[config.mk]
export PLATFORM = sky130hd
export DESIGN_NAME = ovl_fire_monitor
export DESIGN_NICKNAME = d
export VERILOG_FILES = /design/src/rtl/ovl_fire_monitor.sv
export SDC_FILE = /design/constraint.sdc
export NUM_CORES = 1
export LEC_CHECK = 0
export ABC_CLOCK_PERIOD_IN_PS = 3400
export CAP_MARGIN = 25
export CORE_UTILIZATION = 45
export CTS_CLUSTER_DIAMETER = 120
export DETAILED_ROUTE_END_ITERATION = 6
export PLACE_DENSITY = 0.74
export REMOVE_ABC_BUFFERS = 1
export SETUP_SLACK_MARGIN = 0.05
export SLEW_MARGIN = 20
export SYNTH_ARGS = -nofsm -noshare
export SYNTH_HDL_FRONTEND = slang
export SYNTH_SLANG_ARGS = --single-unit
[constraint.sdc]
create_clock -name clock -period 3.4 [get_ports clock]
set_input_delay 0.51 -clock clock [delete_from_list [all_inputs] [get_ports clock]]
set_output_delay 0.51 -clock clock [all_outputs]
set_load 0.05 [all_outputs]
[src/rtl/ovl_fire_monitor.sv]
// ovl_fire_monitor: consumer of an OVL checker fire bus. Keeps saturating
// per-class event counters, first/last failure timestamps and a sticky
// failure threshold flag, giving one cycle-accurate summary per checker.
//
// Ports:
//   clock          system clock, rising edge
//   reset          synchronous active-high reset
//   enable         monitor enable; counting only while high
//   fire[2:0]      [0] assertion fail, [1] cover, [2] X-check
//   clear          single-cycle pulse; zeroes counters, timestamps, flags
//   state          FSM state: 0 IDLE, 1 ARMED, 2 TRIPPED, 3 FROZEN
//   cycle_count    cycles spent counting in ARMED/TRIPPED (saturating)
//   fail_count     cycles with fire[0] set (saturating)
//   cover_count    cycles with fire[1] set (saturating)
//   xchk_count     cycles with fire[2] set (saturating)
//   first_fail_ts  cycle_count at the first counted fail
//   last_fail_ts   cycle_count at the most recent counted fail
//   fail_seen      sticky, set by the first counted fail
//   threshold_hit  sticky, set once fail_count >= MAX_FAIL
module ovl_fire_monitor #(
   parameter int unsigned CNT_WIDTH    = 16,
   parameter int unsigned TS_WIDTH     = 32,
   parameter int unsigned MAX_FAIL     = 1,
   parameter bit          HALT_ON_TRIP = 1'b0
) (
   input  logic                 clock,
   input  logic                 reset,
   input  logic                 enable,
   input  logic [2:0]           fire,
   input  logic                 clear,
   output logic [1:0]           state,
   output logic [TS_WIDTH-1:0]  cycle_count,
   output logic [CNT_WIDTH-1:0] fail_count,
   output logic [CNT_WIDTH-1:0] cover_count,
   output logic [CNT_WIDTH-1:0] xchk_count,
   output logic [TS_WIDTH-1:0]  first_fail_ts,
   output logic [TS_WIDTH-1:0]  last_fail_ts,
   output logic                 fail_seen,
   output logic                 threshold_hit
);

   typedef enum logic [1:0] {
      ST_IDLE    = 2'd0,
      ST_ARMED   = 2'd1,
      ST_TRIPPED = 2'd2,
      ST_FROZEN  = 2'd3
   } state_e;

   localparam logic [CNT_WIDTH-1:0] CntMax  = '1;
   localparam logic [TS_WIDTH-1:0]  TsMax   = '1;
   localparam logic [CNT_WIDTH-1:0] MaxFail = CNT_WIDTH'(MAX_FAIL);

   state_e                state_q,     state_d;
   logic [TS_WIDTH-1:0]   cycle_q,     cycle_d;
   logic [CNT_WIDTH-1:0]  fail_q,      fail_d;
   logic [CNT_WIDTH-1:0]  cover_q,     cover_d;
   logic [CNT_WIDTH-1:0]  xchk_q,      xchk_d;
   logic [TS_WIDTH-1:0]   first_ts_q,  first_ts_d;
   logic [TS_WIDTH-1:0]   last_ts_q,   last_ts_d;
   logic                  fail_seen_q, fail_seen_d;
   logic                  thresh_q,    thresh_d;

   logic [2:0]            fire_v;
   logic                  count_en;

   // Counter increment that holds at all ones instead of wrapping.
   function automatic logic [CNT_WIDTH-1:0] sat_inc(input logic [CNT_WIDTH-1:0] v);
      return (v == CntMax) ? v : v + CNT_WIDTH'(1);
   endfunction

   // Next-state and datapath update; clear has priority over counting.
   always_comb begin
      state_d     = state_q;
      cycle_d     = cycle_q;
      fail_d      = fail_q;
      cover_d     = cover_q;
      xchk_d      = xchk_q;
      first_ts_d  = first_ts_q;
      last_ts_d   = last_ts_q;
      fail_seen_d = fail_seen_q;
      thresh_d    = thresh_q;
      fire_v      = 3'b000;
      count_en    = 1'b0;

      // Unknown fire bits fall through to the 0 default.
      for (int i = 0; i < 3; i++) begin
         if (fire[i]) fire_v[i] = 1'b1;
      end

      case (state_q)
         ST_IDLE: begin
            if (enable) state_d = thresh_q ? ST_TRIPPED : ST_ARMED;
         end
         ST_ARMED, ST_TRIPPED: begin
            if (!enable) begin
               state_d = ST_IDLE;
            end else begin
               count_en = 1'b1;
               if ((state_q == ST_TRIPPED) && HALT_ON_TRIP) state_d = ST_FROZEN;
            end
         end
         ST_FROZEN: begin
            state_d = ST_FROZEN;
         end
      endcase

      if (count_en) begin
         if (cycle_q != TsMax) cycle_d = cycle_q + TS_WIDTH'(1);
         if (fire_v[0]) begin
            fail_d      = sat_inc(fail_q);
            last_ts_d   = cycle_q;
            fail_seen_d = 1'b1;
            if (!fail_seen_q) first_ts_d = cycle_q;
         end
         if (fire_v[1]) cover_d = sat_inc(cover_q);
         if (fire_v[2]) xchk_d  = sat_inc(xchk_q);
         if (fail_d >= MaxFail) thresh_d = 1'b1;
         if (thresh_d && (state_q == ST_ARMED)) state_d = ST_TRIPPED;
      end

      if (clear) begin
         state_d     = enable ? ST_ARMED : ST_IDLE;
         cycle_d     = '0;
         fail_d      = '0;
         cover_d     = '0;
         xchk_d      = '0;
         first_ts_d  = '0;
         last_ts_d   = '0;
         fail_seen_d = 1'b0;
         thresh_d    = 1'b0;
      end
   end

   // State and datapath registers.
   always_ff @(posedge clock) begin
      if (reset) begin
         state_q     <= ST_IDLE;
         cycle_q     <= '0;
         fail_q      <= '0;
         cover_q     <= '0;
         xchk_q      <= '0;
         first_ts_q  <= '0;
         last_ts_q   <= '0;
         fail_seen_q <= 1'b0;
         thresh_q    <= 1'b0;
      end else begin
         state_q     <= state_d;
         cycle_q     <= cycle_d;
         fail_q      <= fail_d;
         cover_q     <= cover_d;
         xchk_q      <= xchk_d;
         first_ts_q  <= first_ts_d;
         last_ts_q   <= last_ts_d;
         fail_seen_q <= fail_seen_d;
         thresh_q    <= thresh_d;
      end
   end

   assign state         = state_q;
   assign cycle_count   = cycle_q;
   assign fail_count    = fail_q;
   assign cover_count   = cover_q;
   assign xchk_count    = xchk_q;
   assign first_fail_ts = first_ts_q;
   assign last_fail_ts  = last_ts_q;
   assign fail_seen     = fail_seen_q;
   assign threshold_hit = thresh_q;

endmodule

## Word level (Yosys, flattened, before mapping)

Cells that the tools add are included.

| word-level totals | value |
|---|---|
| register bits | 148 |
| latch bits | 0 |
| RAM bits | 0 |
| bits in read-only memories | 0 |
| output and inout port bits | 148 |
| word-level logic and storage cells | 51 |
| memories kept | 0 |

| operators by class | value |
|---|---|
| add/subtract/negate cells | 4 |
| $mul | 0 |
| div/mod/pow operators | 0 |
| magnitude comparators | 1 |
| eq/ne operators | 7 |
| shift operators | 0 |
| multiplexer cells | 18 |
| bitwise logic cells | 3 |
| reduce and logical (&&, ||, !) cells | 9 |

Operators by type and width:

| kind | count |
|---|---|
| $add A16 B1 Y16 const B | 3 |
| $eq A16 B16 Y1 const B | 3 |
| $mux W16 | 3 |
| $add A32 B1 Y32 const B | 1 |
| $ne A32 B32 Y1 const B | 1 |
| $ge A16 B1 Y1 const B | 1 |
| $mux W2 | 6 |
| $reduce_and A3 Y1 | 3 |
| $mux W1 | 8 |
| $pmux W2 S3 | 1 |
| $eq A2 B2 Y1 const B | 2 |
| $reduce_and A2 Y1 | 2 |
| $reduce_or A2 Y1 | 2 |
| $not A1 Y1 | 3 |
| $eq A2 B1 Y1 const B | 1 |
| $logic_not A2 Y1 | 1 |
| $logic_and A1 B1 Y1 | 1 |

## Logic depth before layout (Yosys ltp)

| logic depth | value |
|---|---|
| word-level depth | 11 |
| depth in mapped cells | 10 |

## Least setup slack after synthesis

No wires, ideal clock.

| path | value |
|---|---|
| kind | reg-to-reg |
| start | register fail_q[1], in the netlist fail_count[1] |
| end | register state_q[0], in the netlist state[0] |
| arrival time | 2978 ps |
| required time | 3330 ps |
| slack | 352 ps |
| stages on the path, launching flop included | 9 |
| path buffers | 0 |
| clock period less this slack | 3048 ps |
| cell sequence | dfxtp_1 -> ha_1 -> nand2_1 -> nor4_1 -> mux2i_1 -> o221ai_1 -> a2111o_1 -> or4_1 -> a21oi_1 |

| between the ends | value |
|---|---|
| cells in the longest elaborated chain, start to end | 11 |

Ends and longest elaborated chain:

| item | line | text |
|---|---|---|
| from (decl) | 55 | `logic [CNT_WIDTH-1:0] fail_q, fail_d;` |
| from (signal assigned) | 149 | `fail_q <= fail_d;` |
| $add A16 B1 Y16 / $eq A16 B16 Y1 (equally long branches) | 68 | `return (v == CntMax) ? v : v + CNT_WIDTH'(1);` |
| $mux W16 | 68 |  |
| $mux W16 (*) | 109 | `if (fire_v[0]) begin` |
| $mux W16 (*) | 107 | `if (count_en) begin` |
| $ge A16 B1 Y1 (*) | 117 | `if (fail_d >= MaxFail) thresh_d = 1'b1;` |
| $mux W1 (*) | 117 |  |
| $mux W1 (*) | 107 |  |
| $logic_and A1 B1 Y1 (*) | 118 | `if (thresh_d && (state_q == ST_ARMED)) state_d = ST_TRIPPED;` |
| $mux W2 (*) | 118 |  |
| $mux W2 (*) | 107 |  |
| $mux W2 (*) | 121 | `if (clear) begin` |
| to (signal assigned) | 147 | `state_q <= state_d;` |
| to (decl) | 53 | `state_e state_q, state_d;` |

Every way passes the cells marked *; elsewhere a longest branch is shown, timed or not. The select of a mux whose other input is x is not followed.
A chain may end at the register's enable or synchronous reset.

## Worst setup path in the final report

| path | value |
|---|---|
| start | register fail_q[0], in the netlist fail_count[0] |
| end | register state_q[0], in the netlist state[0] |

Same word-level chain as after synthesis.

==> summary.txt <==
TritonCTS Buffers: 17
Post-synth EDFFs: 0
Worst-Margin Slew: 0.8670 ns
synth top area cells: dfxtp_1 47%, nand2_1 9.9%, a21oi_1 6.2%
minimum clock period: 2.781 ns
pin count of the biggest net entering global routing: 91
mux cell area share after synthesis: 0.007929
post-CTS sizing: 0
pwr dens: 416.3 nW/um^2
most common library cells after synthesis: 167 x nand2_1, 148 x dfxtp_1, 92 x nor2_1, 78 x a21oi_1, 40 x clkbuf_1
Finished Layout Cells: 1111
Pins Over Slew Limit: 0
DIE WIDTH: 120.4 um
gpl congestion: 0.8820
WL met1: 7295 um
final setup margin: 0.6191 ns
R2R depth: 8
Seq/Total Area, Yosys: 0.4694
via density per instance: 5.173
clock tree buffer depth: 2
crit path capture: state[0]
worst min-delay path class: flip-flop to flip-flop
max layer used: met4
Post-DP HPWL: 10790 um
placed cells: 1081
synth unique cells: 49
simple-gate share of the synthesized area: 0.2827
Synth Area in XOR/XNOR: 0.09435
Fill cells: 1206
reg2reg start: fail_count[0]
# hold bufs at CTS: 0
largest family of logic cells by synthesized area: simple AND/OR/NAND/NOR gates
Worst Skew: 0.01530 ns
vias in the first global route: 5283
CTS Sinks: 148
ys async rst share: 0
Port Buffers: 154
setup_tns: 0 ns
DP Worst Slack: 0.3477 ns
most common cell in the netlist: nand2_1
crit path kind: flip-flop to flip-flop
synthesized area: 6312 um^2
Synth Flop Type: dfxtp_1
Leak: 2.711 nW
GRT Util Overall: 0.2253
Die Y: 120.4 um
# nets final: 938
Antenna Nets Post-Route: 0
Clock transition at path regs: 0.06 ns
Tcrit/Tclk final: 0.8179
Site Rows: 42
aggregate routed wire length: 15760 um
via count: 5747
CP arrival: 3.13 ns
WL/cell: 14.19 um
Synth warnings: 0
Post-CTS Setup Bufs: 0
number of inserted diodes: 0
Root Buffer Master: clkbuf_16
Worst setup SP type: flip-flop
Synth Instances: 780
post-synth top area share: 0.4694
Setup crit end kind: flip-flop
# DRC: 0
H-tree depth: 4
Slew HR: 0.4129
initial antenna violation count: 0
DRT Pass-1 Iters: 5
Final setup viols: 0
Critical path origin: fail_count[0]
final hold violations: 0
Fmax achieved: 359.6 MHz
R2R Setup Slk: 0.62 ns
drt first-iter violations: 305
GR Overflow Total: 0
Seq cells post-synth: 148
status: completed
area leader, netlist: dfxtp_1
Max Fanout on Critical Path: 9
die footprint: 14500 um^2
core area: 13450 um^2
routed wl met2: 7293 um
metal3 WL: 1002 um
FF-to-FF End: state[0]
Worst EP required: 3.75 ns
Synth-to-Final Area Change: 35.50%
clk_lat worst skew: 0.42 ns
Mean Syn Cell Area: 8.093 um^2
Synth Area in Compound Gates: 0.09752
RSZ-0062 raised after global routing: false
IO Pins: 155
adder-cell share of the synthesized area: 0.01388
Initial Util: 0.4692
first-pass GRT wire length: 25970 um
number of max-cap violations: 0
layout cells sized above 1: 0.05134
CTS tree: done
Max VDD drop: 0.0002566 V
-- critical path: stages, from the launching register on --
cell      delay (ns)
dfxtp_1         0.51
ha_1            0.28
nand4_1         0.10
or4_4           0.46
a211oi_2        0.23
o221ai_1        0.13
a2111o_1        0.40
or4_1           0.47
a21oi_1         0.12
-- metal layers --
metal | GRT usage | vias to the layer above
met5 | 0 | -
met2 | 0.3610 | 137
li1 | - | 2931
met3 | 0.06557 | 15
met1 | 0.2866 | 2664
met4 | 0.08333 | 0
-- layout make-up --
cell class	count	area, um^2	share of cell area
clock inverter	5	52.55	0.006144
sequential	148	2963	0.3464
timing repair buffer	168	1659	0.1940
clock buffer	25	475.5	0.05559
multi-input combinational	577	3138	0.3669
inverter	12	45.04	0.005266
tap	176	220.2	0.02575
-- cells in the final DEF (no fill, tap or decap), types with 9 or more instances in the layout --
master	n
xor2_1	33
or3_1	9
clkbuf_16	17
clkdlybuf4s50_1	154
and3_1	11
nand4_1	22
nand2_1	167
inv_1	12
o21ai_0	10
a21oi_1	78
nor3_1	19
nor2_1	91
dfxtp_1	148
and4_1	12
nand3_1	25
xnor2_1	35
buf_4	13
-- state kept, by name, indices dropped and copies added, names as in the netlist --
name and flops:
cycle_count 32, first_fail_ts 32, last_fail_ts 32, cover_count 16, fail_count 16, xchk_count 16
state 2, fail_seen 1, threshold_hit 1
-- power by group --
group	internal, mW	total, mW	switching [mW]
Clock	1.03	1.71	0.676
Sequential	1.74	1.74	0.00425
Combinational	0.0319	0.111	0.0788
-- logic make-up after synthesis --
| kind of cell | Yosys count |
|---|---|
| multiplexers | 5 |
| AO/OA/AOI/OAI | 110 |
| XOR/XNOR | 68 |
| flip-flops | 148 |
| AND/OR/NAND/NOR | 387 |
| adder cells (fa/ha/maj) | 7 |
| buffers and inverters | 55 |
-- worst min path at each step --
stage                            from  slack [ns]                end  depth (start not counted)
floorplan                       reset        0.58           state[0]                          1
global placement    first_fail_ts[10]        0.44  first_fail_ts[10]                          2
detailed placement  first_fail_ts[16]        0.45  first_fail_ts[16]                          2
CTS                 first_fail_ts[26]        0.45  first_fail_ts[26]                          2
global route        first_fail_ts[19]        0.47  first_fail_ts[19]                          2
finish              first_fail_ts[15]        0.45  first_fail_ts[15]                          2
-- through the flow --
| step | util | cell area [um^2] | power, mW | hold slack, ns |
|---|---|---|---|---|
| after CTS | 0.6358 | 8553 | 3.589 | 0.4547 |
| after global routing | 0.6358 | 8553 | 3.676 | 0.4734 |
| after detailed placement | 0.5965 | 8025 | 1.891 | 0.4470 |
| final | 0.6358 | 8553 | 3.560 | 0.4516 |
| after global placement | 0.5965 | 8025 | 1.892 | 0.4415 |
| after floorplan | - | 6141 | 1.840 | 0.5791 |
(Power assumes the default switching activity.)
